### src/rtl/add16_arbiter.sv
// Round-robin front end for one shared combinational adder. Each grant latches
// one operand pair, runs it through the adder for one cycle, and returns the sum.
module add16_arbiter #(
    parameter int N_REQ = 4,
    parameter int WIDTH = 16,
    parameter int ID_W  = 2
) (
    input  logic                   i_clk,
    input  logic                   i_reset,
    input  logic [N_REQ-1:0]       i_req_valid,
    input  logic [N_REQ*WIDTH-1:0] i_req_a,
    input  logic [N_REQ*WIDTH-1:0] i_req_b,
    output logic [N_REQ-1:0]       o_req_ready,
    output logic [WIDTH-1:0]       o_add_a,
    output logic [WIDTH-1:0]       o_add_b,
    input  logic [WIDTH-1:0]       i_add_sum,
    output logic                   o_rsp_valid,
    output logic [ID_W-1:0]        o_rsp_id,
    output logic [WIDTH-1:0]       o_rsp_sum,
    input  logic                   i_rsp_ready,
    output logic                   o_busy
);

    typedef enum logic [1:0] {
        ST_IDLE = 2'd0,
        ST_EXEC = 2'd1,
        ST_RESP = 2'd2
    } state_t;

    state_t          state_q, state_d;
    logic [ID_W-1:0] rr_ptr_q, rr_ptr_d;
    logic [ID_W-1:0] id_q, id_d;
    logic [WIDTH-1:0] a_q, a_d;
    logic [WIDTH-1:0] b_q, b_d;
    logic [WIDTH-1:0] sum_q, sum_d;

    logic            grant_found;
    logic [ID_W-1:0] grant_id;
    int              rr_idx;

    // Search rr_ptr, rr_ptr+1, ... mod N_REQ; the first valid requester wins.
    always_comb begin
        // NOTE: every signal gets a default before any branch, so no path through
        // the block leaves one unassigned and no latch is inferred.
        grant_found = 1'b0;
        grant_id    = '0;
        rr_idx      = 0;
        for (int i = 0; i < N_REQ; i++) begin
            rr_idx = (int'(rr_ptr_q) + i) % N_REQ;
            if (!grant_found && i_req_valid[ID_W'(rr_idx)]) begin
                grant_found = 1'b1;
                grant_id    = ID_W'(rr_idx);
            end
        end
    end

    always_comb begin
        state_d     = state_q;
        rr_ptr_d    = rr_ptr_q;
        id_d        = id_q;
        a_d         = a_q;
        b_d         = b_q;
        sum_d       = sum_q;
        o_req_ready = '0;
        o_add_a     = '0;
        o_add_b     = '0;
        o_rsp_valid = 1'b0;

        case (state_q)
            ST_IDLE: begin
                // A grant is always a handshake: the granted requester is valid.
                if (grant_found) begin
                    o_req_ready[grant_id] = 1'b1;
                    a_d     = i_req_a[int'(grant_id)*WIDTH +: WIDTH];
                    b_d     = i_req_b[int'(grant_id)*WIDTH +: WIDTH];
                    id_d    = grant_id;
                    state_d = ST_EXEC;
                end
            end
            ST_EXEC: begin
                o_add_a = a_q;
                o_add_b = b_q;
                sum_d   = i_add_sum;
                state_d = ST_RESP;
            end
            ST_RESP: begin
                o_rsp_valid = 1'b1;
                // Pointer moves only once the response is consumed.
                if (i_rsp_ready) begin
                    rr_ptr_d = (id_q == ID_W'(N_REQ - 1)) ? '0 : id_q + 1'b1;
                    state_d  = ST_IDLE;
                end
            end
            default: state_d = ST_IDLE;
        endcase
    end

    // NOTE: sequential state uses non-blocking assignments so every register
    // samples the pre-edge values of the others.
    always_ff @(posedge i_clk) begin
        if (i_reset) begin
            state_q  <= ST_IDLE;
            rr_ptr_q <= '0;
            id_q     <= '0;
            a_q      <= '0;
            b_q      <= '0;
            sum_q    <= '0;
        end else begin
            state_q  <= state_d;
            rr_ptr_q <= rr_ptr_d;
            id_q     <= id_d;
            a_q      <= a_d;
            b_q      <= b_d;
            sum_q    <= sum_d;
        end
    end

    assign o_rsp_id  = id_q;
    assign o_rsp_sum = sum_q;
    assign o_busy    = (state_q != ST_IDLE);

endmodule

### config.mk
export PLATFORM = sky130hd
export DESIGN_NAME = add16_arbiter
export DESIGN_NICKNAME = d
export VERILOG_FILES = /design/src/rtl/add16_arbiter.sv
export SDC_FILE = /design/constraint.sdc
export NUM_CORES = 1
export LEC_CHECK = 0
export CORE_ASPECT_RATIO = 1.75
export CORE_UTILIZATION = 38
export DETAILED_ROUTE_END_ITERATION = 6
export PLACE_DENSITY = 0.89
export SETUP_SLACK_MARGIN = 0.3
export SLEW_MARGIN = 20
export SYNTH_ARGS = -nofsm -noshare
export SYNTH_HDL_FRONTEND = slang
export SYNTH_SLANG_ARGS = --single-unit
### constraint.sdc
create_clock -name i_clk -period 2.4 [get_ports i_clk]
set_input_delay 0.24 -clock i_clk [delete_from_list [all_inputs] [get_ports i_clk]]
set_output_delay 0.24 -clock i_clk [all_outputs]
set_load 0.02 [all_outputs]
==> qor.yml <==
syn_inst: 414
crit_buf_inv: 3
grt_overflow: 0
synth_area_sq_um: 3480
die_w_um: 74.3
wl_per_cell_um: 17.8
num_rows: 45
avgSynthCellArea_sq_um: 8.40
grt_pass1_vias: 4259
hold_path_class: "flip-flop to flip-flop"
cp_top_family: "buffers and inverters"
p_total_mw: 2.91
core_region_area_sq_um: 8780
syn-num-nets: 566
grt_pass1_wl_mm: 20.0
drt.antenna.violating_nets: 0
cts_tree: "built"
wirelength_mm: 12.9
maxCapViolations: 0
place_inst: 716
dp_hpwl_mm: 9.54
synthDistinctLibCells: 36
critPathKind: "input port to primary output"
final_common_cell: "clkdlybuf4s50_1"
synth_edf_count: 0
pin_count: 207
period_share_pct: 85.4
crit_arrival_ps: 1810
fin_cells: 727
layout_common_cells: "clkdlybuf4s50_1 (169), nand2_1 (67), dfxtp_1 (53), mux2i_1 (33), nand3_1 (33)"
drt_iter0_markers: 194
maxSlewViolCount: 0
io_buffers: 206
first_pass_iters: 4
drive_above_1_share_pct: 14.3
clkTransAtPathRegs_ps: 70
hold_viol_final: 0
htreeDepth: 2
cts.sinks: 54
start_util_pct: 39.6
cp-end-kind: "primary output"
synthTopCellsByArea: "dfxtp_1 (31%), o211ai_2 (11%), mux2i_1 (9.5%)"
numCtsBuffers: 5
setup_viol: 0
rsz0062_at_grt: "true"
final_nets: 759
tightest_slew_ps: 617
viasPerCell: 5.51
ir_drop_v: 0.000297
critical_path.max_stage_delay_ps: 440
crit_slowest_cell: "clkdlybuf4s50_1"
relSlewSlack_pct: 58.9
die_y_um: 129
dieArea_sq_um: 9550
cp.required_ps: 2160
yosysWarnings: 0
area_growth_pct: 68.0
min_period_ps: 2050
finalClockSkew_ps: 4.91
clockBufferDepth: 2
gr-usage-all-layers_pct: 27.7
async_flop_share_pct: 0
fmax_mhz: 488
synth_ff_type: "dfxtp_1"
ys_seq_area_share_pct: 31.1
power_density_nw_per_um2: 499
cts-root-buf: "clkbuf_16"
status: "finished, final reports clean"
ys_ff_latch: 54
antenna_found_initial: 2
clock_latency_ps: 300
drc: 0
grt_max_degree: 34
yosysTopAreaCellShare_pct: 31.1
gp_congestion: 0.913
cp_max_fo: 3
crit_chain: "clkdlybuf4s50_1 > and2b_1 > a221oi_2 > buf_4 > or2_1 > nor3_2 > buf_2"
start_kind: "input port"
num_vias: 4006
yosys.area.top_type: "dfxtp_1"
power.leakage_nw: 2.57
[final timing paths]
path,startpoint,endpoint,slack [ps],cells after the start
max,i_req_valid[1],o_req_ready[2],350,7
min,o_rsp_sum[0],o_rsp_sum[0],450,2
max reg2reg,rr_ptr_q[0],b_q[14],530,7
min reg2reg,o_rsp_sum[0],o_rsp_sum[0],450,2
[state kept, by name (all words and copies together) (netlist names)]
register / count
a_q: 16
o_rsp_id: 2
state_q: 2
o_rsp_sum: 16
rr_ptr_q: 2
b_q: 16
[layout make-up]
type | count | area, sq um
Antenna cell | 2 | 5.00
Clock buffer | 5 | 125
Clock inverter | 3 | 47.5
Fill cell | 736 | 2940
Inverter | 4 | 17.5
Multi-Input combinational cell | 316 | 2170
Sequential cell | 54 | 1080
Tap cell | 117 | 146
Timing Repair Buffer | 226 | 2240
[where the power goes]
| group | total [mW] | leakage, nW | switching [mW] | internal (mW) |
|---|---|---|---|---|
| Combinational | 1.01 | 2.04 | 0.494 | 0.519 |
| Sequential | 1.05 | 0.445 | 0.0524 | 0.995 |
| Clock | 0.852 | 0.0844 | 0.353 | 0.499 |
[per-stage QoR]
stage	TNS (ps)	hold WS [ps]	setup slack, ps	cell area, sq um	utilization (%)
2_1_floorplan	0	309	456	3480	-
3_3_place_gp	-148	437	-54.4	5640	64.2
3_5_place_dp	-921	446	-132	5640	64.2
4_1_cts	0	456	292	5790	65.9
5_1_grt	0	467	285	5840	66.5
6_report	0	454	351	5840	66.5
[cells in the mapped netlist (3+ instances only)]
cell type,n
o21ai_1,18
o21ai_0,14
nand2_1,67
buf_2,14
clkbuf_1,15
a21oi_1,22
buf_4,3
o211ai_2,30
mux2i_1,33
and2_1,32
a211o_2,10
inv_1,3
nor3_1,7
dfxtp_1,54
nand3_1,33
buf_6,8
a211o_1,22
nand2b_1,3
nor2_1,5
[repair_timing]
| action | 4_1_cts | 5_1_grt |
|---|---|---|
| pin swaps | 0 | 1 |
| buffers inserted | 1 | 0 |
| endpoints found under the setup margin | 56 | 29 |
| resized for setup | 45 | 19 |
| hold buffers | 0 | 0 |
[metal layers]
metal	GRT usage (%)	routed length, um	up-vias	share of wire, %
met5	0	0	-	0
met2	51.4	7180	195	55
met4	20.5	830	0	6.4
met1	26.2	4270	1891	33
li1	-	-	1862	-
met3	4.39	669	58	5.2
[logic make-up after synthesis]
family	synth area share, %
AO/OA/AOI/OAI	28.8
AND/OR/NAND/NOR	22.9
multiplexers	9.50
adder cells (fa/ha/maj)	0.360
buffers and inverters	7.38
flip-flops	31.1
[worst min-delay path, cell delays in order (launching register included)]
cell     delay, ps
dfxtp_1        310
nand2_1         50
a21oi_1         50
No activity file was read; power rests on OpenSTA's default activity.
